File: src/rtl/pulpino_pads_pkg.sv
// Pin map and helpers for the PULPino pad frame.
// Bit positions of every input/output pin, the reset-time safe output
// pattern, and pack/unpack helpers between pin buses and named fields.
package pulpino_pads_pkg;

    // Bus widths
    localparam int INP_W = 14;
    localparam int UTP_W = 11;

    // Synchronizer depth limits
    localparam int SYNC_MIN = 2;
    localparam int SYNC_MAX = 4;

    // Input pin bit positions
    localparam int INP_RST_N      = 0;
    localparam int INP_UNUSED     = 1;
    localparam int INP_FETCH_EN   = 2;
    localparam int INP_SPI_CS_N   = 3;
    localparam int INP_SPI_SDI_LO = 4;
    localparam int INP_SPI_SDI_HI = 7;
    localparam int INP_UART_RX    = 8;
    localparam int INP_UART_CTS   = 9;
    localparam int INP_UART_DSR   = 10;
    localparam int INP_TRST_N     = 11;
    localparam int INP_TMS        = 12;
    localparam int INP_TDI        = 13;

    // Output pin bit positions
    localparam int UTP_SPI_MODE_LO = 0;
    localparam int UTP_SPI_MODE_HI = 1;
    localparam int UTP_SPI_SDO_LO  = 2;
    localparam int UTP_SPI_SDO_HI  = 5;
    localparam int UTP_UART_TX     = 6;
    localparam int UTP_UART_RTS    = 7;
    localparam int UTP_UART_DTR    = 8;
    localparam int UTP_GPIO8       = 9;
    localparam int UTP_TDO         = 10;

    // Output pattern while the core is in reset: UART tx/rts/dtr idle high,
    // everything else driven low.
    localparam logic [UTP_W-1:0] UTP_SAFE = 11'h1C0;

    // Core-side signals that leave the chip
    typedef struct packed {
        logic       tdo;
        logic       gpio8;
        logic       uart_dtr;
        logic       uart_rts;
        logic       uart_tx;
        logic [3:0] spi_sdo;
        logic [1:0] spi_mode;
    } core_out_t;

    // Pin-side signals that pass straight through to the core
    typedef struct packed {
        logic       tdi;
        logic       tms;
        logic       trst_n;
        logic       uart_dsr;
        logic       uart_cts;
        logic       uart_rx;
        logic [3:0] spi_sdi;
        logic       spi_cs_n;
    } pin_in_t;

    // Place each core output at its output pin position.
    function automatic logic [UTP_W-1:0] pack_utp(input core_out_t c);
        logic [UTP_W-1:0] u;
        u                                  = '0;
        u[UTP_SPI_MODE_HI:UTP_SPI_MODE_LO] = c.spi_mode;
        u[UTP_SPI_SDO_HI:UTP_SPI_SDO_LO]   = c.spi_sdo;
        u[UTP_UART_TX]                     = c.uart_tx;
        u[UTP_UART_RTS]                    = c.uart_rts;
        u[UTP_UART_DTR]                    = c.uart_dtr;
        u[UTP_GPIO8]                       = c.gpio8;
        u[UTP_TDO]                         = c.tdo;
        return u;
    endfunction

    // Pull the pass-through fields out of the input pin bus.
    function automatic pin_in_t unpack_inp(input logic [INP_W-1:0] p);
        pin_in_t s;
        s.tdi      = p[INP_TDI];
        s.tms      = p[INP_TMS];
        s.trst_n   = p[INP_TRST_N];
        s.uart_dsr = p[INP_UART_DSR];
        s.uart_cts = p[INP_UART_CTS];
        s.uart_rx  = p[INP_UART_RX];
        s.spi_sdi  = p[INP_SPI_SDI_HI:INP_SPI_SDI_LO];
        s.spi_cs_n = p[INP_SPI_CS_N];
        return s;
    endfunction

endpackage

File: src/rtl/pad_sync.sv
// N-stage synchronizer with an asynchronous clear.
// The clear forces every stage to RST_VAL immediately; once clear drops, d
// ripples through STAGES flops, so q follows d with STAGES edges of latency.
module pad_sync #(
    parameter int   STAGES  = 2,
    parameter logic RST_VAL = 1'b0
) (
    input  logic clk,
    input  logic clr,
    input  logic d,
    output logic q
);

    logic [STAGES-1:0] chain;

    // Shift d towards q each clock; clear all stages asynchronously.
    // NOTE: non-blocking assignment makes every stage capture its
    // predecessor's pre-edge value, which is what forms a real chain.
    always_ff @(posedge clk or posedge clr) begin
        if (clr) begin
            chain <= {STAGES{RST_VAL}};
        end else if (STAGES == 1) begin
            chain <= STAGES'(d);
        end else begin
            chain <= {chain[STAGES-2:0], d};
        end
    end

    assign q = chain[STAGES-1];

endmodule

File: src/rtl/pulpino_pad_frame.sv
// Chip pad frame for PULPino.
// Unpacks the input pin bus into named core signals, conditions the chip
// reset and fetch-enable pins into the clk domain, and packs core outputs onto
// the output pin bus, holding the pins at safe idle levels while the core is
// in reset.
module pulpino_pad_frame
    import pulpino_pads_pkg::*;
#(
    parameter int SYNC_STAGES = 2
) (
    input  logic             clk,
    input  logic             rst,
    input  logic             spi_clk,
    input  logic             jtag_clk,
    input  logic [INP_W-1:0] INP,
    output logic [UTP_W-1:0] UTP,

    // core-side outputs
    output logic             spi_clk_o,
    output logic             tck_o,
    output logic             core_rst_n_o,
    output logic             fetch_enable_o,
    output logic             tdi_o,
    output logic             tms_o,
    output logic             trst_n_o,
    output logic             uart_dsr_o,
    output logic             uart_cts_o,
    output logic             uart_rx_o,
    output logic [3:0]       spi_sdi_o,
    output logic             spi_cs_n_o,

    // core-side inputs
    input  logic             tdo_i,
    input  logic             gpio8_i,
    input  logic             uart_dtr_i,
    input  logic             uart_rts_i,
    input  logic             uart_tx_i,
    input  logic [3:0]       spi_sdo_i,
    input  logic [1:0]       spi_mode_i
);

    pin_in_t          pins;
    core_out_t        core_out;
    logic             rst_sync_clr;
    logic             fe_sync_clr;
    logic [UTP_W-1:0] utp_d;
    logic             unused_pin;

    // Clock pads are pure buffers: no gating, no flops.
    assign spi_clk_o = spi_clk;
    assign tck_o     = jtag_clk;

    // Pass-through pins
    assign pins       = unpack_inp(INP);
    assign tdi_o      = pins.tdi;
    assign tms_o      = pins.tms;
    assign trst_n_o   = pins.trst_n;
    assign uart_dsr_o = pins.uart_dsr;
    assign uart_cts_o = pins.uart_cts;
    assign uart_rx_o  = pins.uart_rx;
    assign spi_sdi_o  = pins.spi_sdi;
    assign spi_cs_n_o = pins.spi_cs_n;

    // INP[1] is not bonded to anything in the core.
    assign unused_pin = INP[INP_UNUSED];

    // Either the power-on reset or the external reset pin clears the core
    // reset chain at once; a pulse of any width restarts the release count.
    assign rst_sync_clr = rst | ~INP[INP_RST_N];

    pad_sync #(
        .STAGES  (SYNC_STAGES),
        .RST_VAL (1'b0)
    ) u_rst_sync (
        .clk (clk),
        .clr (rst_sync_clr),
        .d   (1'b1),
        .q   (core_rst_n_o)
    );

    // Fetch enable is held low for as long as the core is in reset, so it
    // can only start counting once core_rst_n_o has been released.
    assign fe_sync_clr = rst | ~core_rst_n_o;

    pad_sync #(
        .STAGES  (SYNC_STAGES),
        .RST_VAL (1'b0)
    ) u_fe_sync (
        .clk (clk),
        .clr (fe_sync_clr),
        .d   (INP[INP_FETCH_EN]),
        .q   (fetch_enable_o)
    );

    // Gather the core outputs into pin order.
    assign core_out = '{
        tdo:      tdo_i,
        gpio8:    gpio8_i,
        uart_dtr: uart_dtr_i,
        uart_rts: uart_rts_i,
        uart_tx:  uart_tx_i,
        spi_sdo:  spi_sdo_i,
        spi_mode: spi_mode_i
    };

    // Drive the output pins from the core, or the safe pattern during reset.
    // NOTE: the safe value is assigned first so every path writes utp_d and
    // no latch is inferred.
    always_comb begin
        utp_d = UTP_SAFE;
        if (core_rst_n_o) begin
            utp_d = pack_utp(core_out);
        end
    end

    assign UTP = utp_d;

endmodule

File: config.mk
export PLATFORM = sky130hd
export DESIGN_NAME = pulpino_pad_frame
export DESIGN_NICKNAME = d
export VERILOG_FILES = /design/src/rtl/pulpino_pads_pkg.sv /design/src/rtl/pad_sync.sv /design/src/rtl/pulpino_pad_frame.sv
export SDC_FILE = /design/constraint.sdc
export NUM_CORES = 1
export LEC_CHECK = 0
export BUFFER_PORTS_ARGS = -buffer_cell sky130_fd_sc_hd__buf_2
export CORE_AREA = 2 2 39 41
export CTS_CLUSTER_SIZE = 12
export DETAILED_ROUTE_END_ITERATION = 10
export DIE_AREA = 0 0 41 43
export GPL_TIMING_DRIVEN = 0
export PLACE_DENSITY = 0.78
export SETUP_SLACK_MARGIN = 0.15
export SYNTH_ARGS = -nofsm -noshare
export SYNTH_HDL_FRONTEND = slang
export SYNTH_HIERARCHICAL = 1
export SYNTH_SLANG_ARGS = --single-unit
File: constraint.sdc
create_clock -name clk -period 1.52 [get_ports clk]
set_clock_uncertainty 0.1 [all_clocks]
set_input_delay 0.152 -clock clk [delete_from_list [all_inputs] [get_ports clk]]
set_output_delay 0.152 -clock clk [all_outputs]
set_load 0.05 [all_outputs]
Word level (Yosys, flattened, before mapping) --
Index checks and enable logic that the tools add are counted.
Word-level totals: bits in registers 4, bits in latches 0, bits in writable memories 0, ROM bits 0, bits of input ports 29, output and inout bits 26, word-level logic and storage cells 7, memories 0
Operators by class: $add $sub $neg 0, multiply operators 0, divide/modulo/power cells 0, order comparisons 0, equal/unequal tests 0, shifts and indexed selects 0, multiplexer cells 1, bitwise logic cells 4, reductions and logical operators 0
Operators by type and width (count):
- 2-to-1 mux 11 bit | 1
- NOT 1 bit | 2
- bitwise OR 1 bit | 2

Logic depth before layout (Yosys ltp) --
depth in word-level cells 2, depth in mapped cells 2

Modules after synthesis --
Netlist, hierarchy kept.
By module, submodules not included:
- pulpino_pad_frame | instances 1, cells each 28, area each 190.2 sq um, sequential area each 0.0 sq um
- pad_sync | instances 2, cells each 3, area each 53.8 sq um, sequential area each 50.0 sq um

Least setup slack after synthesis --
OpenSTA, ideal clock, no wires.
kind flip-flop to output port, start reg u_rst_sync.chain[1], end out UTP[0], arrival time 1.289 ns, required time 1.268 ns, slack -0.021 ns, stages on the path, launching flop included 3, buffers on the path 1, cell sequence dfrtp_1 -> buf_4 -> and2_1
On the way: word-level cells in the longest chain between the ends 1
RTL lines:
- from (decl) | line pad_sync.sv:14 | logic [STAGES-1:0] chain;
- from (signal assigned) | line pad_sync.sv:21 | chain <= {STAGES{RST_VAL}};
- from (signal assigned) | line pad_sync.sv:23 | chain <= STAGES'(d);
- from (signal assigned) | line pad_sync.sv:25 | chain <= {chain[STAGES-2:0], d};
- 2-to-1 mux 11 bit | line pulpino_pad_frame.sv:111 | if (core_rst_n_o) begin
- to (decl) | line pulpino_pad_frame.sv:16 | output logic [UTP_W-1:0] UTP,
No other way between the ends.

Worst setup path in the final report --
start reg u_rst_sync.chain[1], end out UTP[1]
The elaborated chain is that of the path after synthesis.

==> impl_metrics.yaml <==
run_status:
  run_status: "finished, final reports clean"
floorplan:
  rows: 14
  floorplan.initialDensity_pct: 21.5
  pin_count: 55
  design.die.area_mm2: 0.00176
  fp.coreArea_mm2: 0.00138
  chipWidth_um: 41
  die_h_um: 43
worst_setup_path:
  required_ps: 1270
  critical_path_class: "register to output port"
  cpLargestDelayFamily: "flip-flops"
  worst-endpoint-arrival_ps: 1100
  worstPathCellList: "buf_6 > and2_2 > buf_8"
  worst_setup_path_end_kind: "output port"
  critical_path.startpoint_type: "register"
  cp_slowest_stage_delay_ps: 400
  crit_path_max_fanout: 10
  path_buf_inv: 2
  cp_slowest_cell: "sky130_fd_sc_hd__dfrtp_2"
yosys:
  netlist_area_um2: 298
  synth.area.top_cells: "sky130_fd_sc_hd__buf_4, sky130_fd_sc_hd__dfrtp_1, sky130_fd_sc_hd__and2_1"
  synth.top_cell.area_share_pct: 35.3
  synth-seq-cells: 4
  syn-num-nets: 63
  synth_top_cell_by_area: "sky130_fd_sc_hd__buf_4"
  synth_cell_types: 6
  post_synth.cell_area_avg_um2: 8.76
  number_of_standard_cells_after_synthesis: 34
  yosysWarnings: 6
  yosysSeqAreaShare_pct: 33.6
finish:
  layout-area-overhead-vs-synth_pct: 124
  layout.nets: 113
  nFillCells: 129
  layout_cell_share_with_drive_strength_beyond_1_pct: 80.7
  antenna-diode-count: 0
  end_of_flow_core_utilization_pct: 48.3
grt:
  groute.layer.met1.usage_pct: 5.90
  grt_antenna_before_repair: 0
  busiest_layer: "met2"
  grt_util_met3_pct: 3.14
  grt_util_all_layers_pct: 9.29
  gr-total-overflow: 0
  grt_start_max_net_pins: 11
  first_global_vias: 287
  grt_use_met2_pct: 16.6
  grt_first_pass_wirelength_um: 1020
timing:
  finalHoldViolCount: 0
  peak_clock_frequency_supported_by_timing_ghz: 0.742
  report.final.setup_viol: 0
  tns_ps: 0
  finalMaxSlewViolations: 0
  period_share_pct: 88.6
  finalCriticalPeriod_ps: 1350
  setup_repair_after_global_routing_missed_its_margin: "true"
clocking:
  clock-sinks: 4
  clk_root_buffer_cell: "sky130_fd_sc_hd__clkbuf_4"
  clk-insertion-delay-late_ps: 240
  clock_pin_transition_on_the_worst_setup_and_hold_timing_paths_ps: 40
  tritoncts: "built"
  max-clock-path-buffers: 2
  cts_h_tree_depth: 1
  tritoncts.num_buffers: 3
power_and_ir_drop:
  power_per_cell_area_mw_per_mm2: 776
  leakage_nw: 0.386
  largest_voltage_drop_on_the_vdd_net_mv: 0.390
drt:
  drt-total-wl_um: 771
  post_drt_wl_per_cell_um: 7.79
  drt_drc_violations_left: 0
  dr.pass1.iters: 4
  routed-via-count: 365
  antenna_left: 0
  detailedRoute.firstIterationViolations: 1
  via_per_inst: 3.69
placement:
  port-buffer-count: 40
  gpl.final_weighted_congestion: 0.580
hold_path:
  worst_hold_path_type: "register to async pin"
job:
  maxcap_violations: 0
[layer usage]
layer | vias up | part of all wire (%)
li1 | 182 | -
met1 | 151 | 26
met2 | 30 | 60
met3 | 2 | 12
met4 | 0 | 1.9
met5 | - | 0
[flip-flops by register name, indices dropped and copies added (netlist names)]
name,cells
u_rst_sync/chain,2
u_fe_sync/chain,2
[final timing paths]
check | cells past startpoint | to | slack, ps | start
max | 3 | UTP[1] | 170 | u_rst_sync/chain[1]$_DFF_PP0_
min | 3 | u_fe_sync/chain[1]$_DFF_PP0_ | 180 | u_rst_sync/chain[1]$_DFF_PP0_
max reg2reg | 0 | u_rst_sync/chain[1]$_DFF_PP0_ | 950 | u_rst_sync/chain[0]$_DFF_PP0_
min reg2reg | 3 | u_fe_sync/chain[1]$_DFF_PP0_ | 180 | u_rst_sync/chain[1]$_DFF_PP0_
max in group asynchronous | 5 | u_rst_sync/chain[1]$_DFF_PP0_ | 310 | rst
min in group clk | 0 | u_fe_sync/chain[1]$_DFF_PP0_ | 250 | u_fe_sync/chain[0]$_DFF_PP0_
[stage by stage]
stage	cells	cell area, um^2	hold WS (ps)	setup slack (ps)	power [mW]
finish	99	668	183	173	0.518
global route	99	668	219	135	0.547
CTS	99	661	179	164	0.521
detailed placement	90	529	-65.4	327	0.343
global placement	90	529	-69.8	341	0.341
floorplan	34	309	-162	197	0.294
[Yosys cell counts]
master	instances
sky130_fd_sc_hd__nand2b_1	5
sky130_fd_sc_hd__buf_4	14
sky130_fd_sc_hd__inv_1	2
sky130_fd_sc_hd__conb_1	1
sky130_fd_sc_hd__dfrtp_1	4
sky130_fd_sc_hd__and2_1	8
[placed cells by master (no fill, tap or decap)]
| cell | instances |
|---|---|
| sky130_fd_sc_hd__dfrtp_2 | 1 |
| sky130_fd_sc_hd__buf_2 | 29 |
| sky130_fd_sc_hd__and2_2 | 8 |
| sky130_fd_sc_hd__clkbuf_4 | 6 |
| sky130_fd_sc_hd__dlygate4sd3_1 | 4 |
| sky130_fd_sc_hd__dfrtp_1 | 3 |
| sky130_fd_sc_hd__clkbuf_1 | 1 |
| sky130_fd_sc_hd__buf_6 | 8 |
| sky130_fd_sc_hd__inv_1 | 2 |
| sky130_fd_sc_hd__conb_1 | 1 |
| sky130_fd_sc_hd__buf_4 | 14 |
| sky130_fd_sc_hd__buf_8 | 1 |
| sky130_fd_sc_hd__nand2b_1 | 5 |
[logic make-up (layout without fill, tap and decap cells)]
group	after synthesis	after routing	share of synthesized area, %
and+or+nand+nor	13	13	27.3
buffers and inverters	16	65	37.8
other	1	1	1.26
DFF	4	4	33.6
[power by group]
group	internal [mW]	total [mW]	switching, mW
combinational	0.0956	0.257	0.161
clock	0.0988	0.147	0.0483
sequential	0.113	0.115	0.00200
total	0.307	0.518	0.211
[area by class of cell]
class / instances / area, um^2 / area share [%]
Buffer: 14 / 109 / 16.3
Clock buffer: 4 / 26.3 / 3.93
Inverter: 2 / 7.51 / 1.12
Multi-Input combinational cell: 14 / 95.1 / 14.2
Sequential cell: 4 / 101 / 15.2
Tap cell: 16 / 20.0 / 3.00
Timing Repair Buffer: 45 / 309 / 46.3
[what timing repair did]
action,4_1_cts,5_1_grt
hold buffers,4,0
setup buffers,1,0
resized for setup,18,3
endpoints found under the setup margin,10,11
endpoints found under the hold margin,5,0
pin swaps,0,0
cloned,0,0
Note: power is estimated with default switching activity, not from simulation.
